**src/rtl/board_io_arbiter.sv**
```systemverilog
// Shared board-I/O register bank (LEDs, 7-seg, switches, keys) for the multicore build.
// A round-robin arbiter serves one single-word core transaction every three cycles.
module board_io_arbiter #(
    parameter int NCORES = 4
) (
    input  logic                   CLOCK_50,
    input  logic                   rst,
    input  logic [NCORES-1:0]      req,
    input  logic [NCORES-1:0]      we,
    input  logic [NCORES*3-1:0]    addr,
    input  logic [NCORES*32-1:0]   wdata,
    output logic [NCORES-1:0]      gnt,
    output logic [NCORES-1:0]      rvalid,
    output logic [31:0]            rdata,
    input  logic [9:0]             SW,
    input  logic [3:0]             KEY,
    output logic [7:0]             LEDR,
    output logic [7:0]             LEDG,
    output logic [6:0]             HEX0,
    output logic [6:0]             HEX1,
    output logic [6:0]             HEX2,
    output logic [6:0]             HEX3
);

    typedef enum logic [1:0] {IDLE, ACCESS, RESP} state_t;

    state_t      state;
    logic [2:0]  rr_ptr;
    logic [2:0]  winner;
    logic [2:0]  next_winner;
    logic [2:0]  hi_idx;
    logic [2:0]  lo_idx;
    logic        hi_found;
    logic [15:0] hexval;
    logic [3:0]  blank;
    logic [2:0]  owner;
    logic [9:0]  sw_meta;
    logic [9:0]  sw_sync;
    logic [3:0]  key_meta;
    logic [3:0]  key_sync;
    logic        sel_we;
    logic [2:0]  sel_addr;
    logic [31:0] sel_wdata;
    logic [31:0] read_word;

    function automatic logic [6:0] seg7(input logic [3:0] v);
        case (v)
            4'h0: seg7 = 7'h40;
            4'h1: seg7 = 7'h79;
            4'h2: seg7 = 7'h24;
            4'h3: seg7 = 7'h30;
            4'h4: seg7 = 7'h19;
            4'h5: seg7 = 7'h12;
            4'h6: seg7 = 7'h02;
            4'h7: seg7 = 7'h78;
            4'h8: seg7 = 7'h00;
            4'h9: seg7 = 7'h10;
            4'hA: seg7 = 7'h08;
            4'hB: seg7 = 7'h03;
            4'hC: seg7 = 7'h46;
            4'hD: seg7 = 7'h21;
            4'hE: seg7 = 7'h06;
            default: seg7 = 7'h0E;
        endcase
    endfunction

    function automatic logic [NCORES-1:0] onehot(input logic [2:0] idx);
        logic [NCORES-1:0] v;
        for (int i = 0; i < NCORES; i++) begin
            v[i] = (3'(i) == idx);
        end
        return v;
    endfunction

    // Descending scan leaves the lowest requester at/above rr_ptr in hi_idx,
    // and the lowest requester overall in lo_idx for the wrap-around case.
    always_comb begin
        hi_found = 1'b0;
        hi_idx   = '0;
        lo_idx   = '0;
        for (int i = NCORES - 1; i >= 0; i--) begin
            if (req[i]) begin
                lo_idx = 3'(i);
                if (i >= int'(rr_ptr)) begin
                    hi_found = 1'b1;
                    hi_idx   = 3'(i);
                end
            end
        end
        next_winner = hi_found ? hi_idx : lo_idx;
    end

    always_comb begin
        sel_we    = 1'b0;
        sel_addr  = '0;
        sel_wdata = '0;
        for (int i = 0; i < NCORES; i++) begin
            if (3'(i) == winner) begin
                sel_we    = we[i];
                sel_addr  = addr[3*i +: 3];
                sel_wdata = wdata[32*i +: 32];
            end
        end
    end

    always_comb begin
        case (sel_addr)
            3'd0:    read_word = {24'b0, LEDR};
            3'd1:    read_word = {24'b0, LEDG};
            3'd2:    read_word = {16'b0, hexval};
            3'd3:    read_word = {28'b0, blank};
            3'd4:    read_word = {22'b0, sw_sync};
            3'd5:    read_word = {28'b0, key_sync};
            3'd6:    read_word = {29'b0, owner};
            default: read_word = '0;
        endcase
    end

    always_ff @(posedge CLOCK_50) begin
        if (rst) begin
            state    <= IDLE;
            rr_ptr   <= '0;
            winner   <= '0;
            gnt      <= '0;
            rvalid   <= '0;
            rdata    <= '0;
            LEDR     <= '0;
            LEDG     <= '0;
            hexval   <= '0;
            blank    <= 4'hF;
            owner    <= '0;
            sw_meta  <= '0;
            sw_sync  <= '0;
            key_meta <= 4'hF;
            key_sync <= 4'hF;
            HEX0     <= 7'h7F;
            HEX1     <= 7'h7F;
            HEX2     <= 7'h7F;
            HEX3     <= 7'h7F;
        end else begin
            sw_meta  <= SW;
            sw_sync  <= sw_meta;
            key_meta <= KEY;
            key_sync <= key_meta;
            HEX0     <= blank[0] ? 7'h7F : seg7(hexval[3:0]);
            HEX1     <= blank[1] ? 7'h7F : seg7(hexval[7:4]);
            HEX2     <= blank[2] ? 7'h7F : seg7(hexval[11:8]);
            HEX3     <= blank[3] ? 7'h7F : seg7(hexval[15:12]);

            case (state)
                IDLE: begin
                    if (|req) begin
                        winner <= next_winner;
                        gnt    <= onehot(next_winner);
                        state  <= ACCESS;
                    end
                end
                ACCESS: begin
                    gnt    <= '0;
                    rvalid <= onehot(winner);
                    rdata  <= sel_we ? 32'b0 : read_word;
                    // Only the four writable registers count as a write for OWNER.
                    if (sel_we) begin
                        case (sel_addr)
                            3'd0: begin LEDR   <= sel_wdata[7:0];  owner <= winner; end
                            3'd1: begin LEDG   <= sel_wdata[7:0];  owner <= winner; end
                            3'd2: begin hexval <= sel_wdata[15:0]; owner <= winner; end
                            3'd3: begin blank  <= sel_wdata[3:0];  owner <= winner; end
                            default: ;
                        endcase
                    end
                    state <= RESP;
                end
                RESP: begin
                    rvalid <= '0;
                    rdata  <= '0;
                    rr_ptr <= (winner == 3'(NCORES - 1)) ? 3'd0 : winner + 3'd1;
                    state  <= IDLE;
                end
                default: state <= IDLE;
            endcase
        end
    end

endmodule

```
**config.mk**
```make
export PLATFORM = sky130hd
export DESIGN_NAME = board_io_arbiter
export DESIGN_NICKNAME = d
export VERILOG_FILES = /design/src/rtl/board_io_arbiter.sv
export SDC_FILE = /design/constraint.sdc
export NUM_CORES = 1
export LEC_CHECK = 0
export CAP_MARGIN = 20
export CORE_UTILIZATION = 48
export DETAILED_ROUTE_END_ITERATION = 8
export GPL_ROUTABILITY_DRIVEN = 0
export HOLD_SLACK_MARGIN = 0.03
export PLACE_DENSITY = 0.95
export SYNTH_ARGS = -nofsm -noshare
export SYNTH_HDL_FRONTEND = slang
export SYNTH_SLANG_ARGS = --single-unit
```
**constraint.sdc**
```tcl
create_clock -name CLOCK_50 -period 3.3 [get_ports CLOCK_50]
set_input_delay 0.99 -clock CLOCK_50 [delete_from_list [all_inputs] [get_ports CLOCK_50]]
set_output_delay 0.99 -clock CLOCK_50 [all_outputs]
set_load 0.05 [all_outputs]
```
==> flow_summary.json <==
{
  "worstSetupEndpointType": "flip-flop",
  "wirelength_met1_um": 7250,
  "antenna_found_initial": 0,
  "route.detailed.drc": 0,
  "pre_cts_slack_ps": 108,
  "top_layer_used": "met4",
  "start_util_pct": 49.8,
  "cts_max_path_buffers": 2,
  "rows": 41,
  "outcome": "finished, final reports clean",
  "met2_length_um": 8860,
  "yosys.area_share.adder_pct": 6.29,
  "crit_path_top_delay_cell": "a31oi_1",
  "fin_crit_sh_pct": 88.4,
  "async_flop_share_pct": 0,
  "grt_pass1_wl_um": 28600,
  "fin_nets": 1099,
  "power_density_nw_per_um2": 502,
  "via_count": 6074,
  "via_per_inst": 5.58,
  "ys_warn_count": 0,
  "postCtsSetupBuffers": 0,
  "drt_iter0_markers": 593,
  "maxSlewHeadroom_pct": 36.0,
  "hpwl_um": 12900,
  "htree_levels": 4,
  "netlist_area_um2": 6360,
  "ant_nets": 0,
  "syn_inst": 734,
  "cap_violations": 0,
  "clk_latency_ps": 420,
  "cp.arrival_ps": 3260,
  "grt_overflow": 0,
  "die_x_um": 117,
  "r2r_slack_ps": 380,
  "antenna_cells": 0,
  "first_pass_iters": 5,
  "finalCriticalPeriod_ps": 2920,
  "timing.fmax_mhz": 343,
  "synthFlopType": "dfxtp_1",
  "startpoint_type": "flip-flop",
  "crit_required_ps": 3640,
  "portBuffers": 167,
  "synth.distinct_cells": 56,
  "critPathKind": "flip-flop to flip-flop",
  "synth_compound_area_share_pct": 20.4,
  "path_cells": "inv_1 > ha_1 > nor2b_1 > o21ai_0 > a31oi_1 > o21ai_0 > a21oi_1",
  "setup-tns-final_ps": 0,
  "io_pins": 248,
  "cts_tree": "done",
  "synth_area_per_cell_um2": 8.67,
  "path_clk_slew_ps": 60,
  "clockRootBuffer": "clkbuf_16",
  "routed_wl_um": 18200,
  "nFillCells": 944,
  "routedWlPerCell_um": 16.7,
  "finalMaxSlewViolations": 0,
  "area_growth_pct": 38.6,
  "drive_gt1_share_pct": 9.50,
  "worst_pin_slew_ps": 961,
  "synthXorXnorAreaFrac_pct": 0,
  "synth_top_family_by_area": "simple AND/OR/NAND/NOR gates",
  "synth_edf_count": 0,
  "hp-class": "flip-flop to flip-flop",
  "p_leak_nw": 3.34,
  "critPathMaxStageDelay_ps": 620,
  "hold_ws_ps": 407,
  "core_area_um2": 12800,
  "clock-sinks": 124,
  "critPathMaxFanout": 8,
  "grt_use_total_pct": 27.6,
  "grt_pass1_vias": 5701,
  "grt_max_degree": 54,
  "die_y_um": 117,
  "final-seq-area_um2": 2480,
  "fin_ws_ps": 382,
  "finClkSkew_ps": 11.5,
  "p_total_mw": 4.43,
  "postCtsResizedCells": 0,
  "synth-simple-area-share_pct": 21.0,
  "cts_hold_buf": 0,
  "dieArea_um2": 13700,
  "rsz0062_at_grt": "no",
  "setup_violations": 0,
  "cts_made_buffers": 17,
  "vdd.ir_drop.worst_mv": 0.378,
  "muxShareOfSynthArea_pct": 6.80,
  "ys_seq_area_share_pct": 39.0,
  "multi_input_area_um2": 3520,
  "hold_viol": 0,
  "synth_seq_cells": 124,
  "crit_top_cell": "o21ai_0",
  "dr_wl_met3_um": 1460
}
## state kept, by name, indices dropped and copies added, names as in the netlist, 8 cells and up
register  count
hexval       16
rdata        16
sw_meta      10
sw_sync      10
LEDG          8
LEDR          8
## stage by stage
step / utilization [%] / instance area [um2] / cells
5_1_grt: 69.1 / 8820 / 1088
6_report: 69.1 / 8820 / 1088
3_5_place_dp: 64.1 / 8190 / 1056
3_3_place_gp: 64.1 / 8190 / 1056
4_1_cts: 69.1 / 8820 / 1088
2_1_floorplan: - / 6420 / 749
## synth_stat cells, types with 2 or more instances
master / n / area (um2)
mux2i_1: 32 / 320
a22o_1: 2 / 17.5
nand3b_1: 19 / 143
a211oi_1: 24 / 180
o2111ai_1: 8 / 70.1
a211o_1: 4 / 35.0
nand4_2: 2 / 25.0
o311ai_0: 4 / 35.0
o22ai_1: 4 / 25.0
buf_1: 5 / 18.8
nor3_1: 4 / 20.0
buf_6: 5 / 56.3
nand3_1: 19 / 95.1
and3_1: 4 / 25.0
a221oi_1: 3 / 26.3
o21ai_0: 34 / 170
a31oi_1: 8 / 50.1
a21boi_0: 4 / 30.0
a21o_1: 3 / 22.5
ha_1: 32 / 400
a21oi_1: 62 / 310
clkinv_1: 2 / 7.51
or3_1: 3 / 18.8
buf_2: 5 / 25.0
dfxtp_1: 124 / 2480
o211ai_1: 19 / 143
nand2b_1: 14 / 87.6
nand2_1: 56 / 210
or2_2: 8 / 50.1
nor2_1: 70 / 263
clkbuf_1: 31 / 116
o221ai_1: 4 / 35.0
nor4_1: 5 / 31.3
o31a_1: 2 / 17.5
a31o_2: 2 / 17.5
mux4_2: 3 / 67.6
mux2_2: 4 / 45.0
nor2b_1: 45 / 282
o21a_1: 5 / 37.5
inv_1: 19 / 71.3
buf_4: 16 / 120
## cell type report
class                      instances  share of cell area, %
multi-input combinational        542                   39.9
sequential                       124                   28.1
timing repair buffer             197                   21.4
clock buffer                      23                   5.64
tap                              172                   2.44
clock inverter                     9                   1.50
inverter                          21                  0.893
## placed cells by master (no fill, tap or decap), types with 14 or more instances in the layout
master and n:
inv_1 19, nand3b_1 19, nand2b_1 14, o21ai_0 34, nor2b_1 45, mux2i_1 32
clkbuf_16 17, a21oi_1 62, o211ai_1 19, dfxtp_1 124, clkdlybuf4s50_1 166, nand2_1 56
ha_1 32, nor2_1 70, conb_1 16, buf_4 30, nand3_1 19, a211oi_1 24
## worst paths after layout
| kind | to | startpoint | cells past startpoint |
|---|---|---|---|
| worst max-delay path | rdata[7]$_SDFFE_PP0P_ | state[0]$_SDFFE_PP0P_ | 7 |
| worst min-delay path | key_sync[0]$_SDFF_PP1_ | key_meta[0]$_SDFF_PP1_ | 1 |
| worst max register to register | rdata[7]$_SDFFE_PP0P_ | state[0]$_SDFFE_PP0P_ | 7 |
| worst min register to register | key_sync[0]$_SDFF_PP1_ | key_meta[0]$_SDFF_PP1_ | 1 |
## cell families (layout without fill, tap and decap cells)
logic type,Yosys count,count (layout)
DFF,124,124
other,1,16
and+or+nand+nor,256,256
muxes,39,39
buffers and inverters,83,250
AOI/OAI and AO/OA,199,199
adders and majority gates,32,32
## where the power goes
group	leakage [nW]	switching, mW	internal (mW)	total (mW)
clock	0.306	0.672	1.29	1.96
sequential	1.01	0.0352	1.55	1.58
combinational	2.03	0.524	0.364	0.887
## critical path: cells and delay by family, from the launching register on
kind | cells | cell delay, ps
compound gates | 4 | 1590
simple gates | 1 | 470
flops | 1 | 370
fa+ha+maj | 1 | 310
buf+inv | 1 | 100
## metal layers
metal	GRT usage (%)	vias up
met5	0	-
met4	12.0	0
met3	7.57	57
met2	47.5	322
met1	32.1	2780
li1	-	2915
No activity file was read; power rests on OpenSTA's default activity.
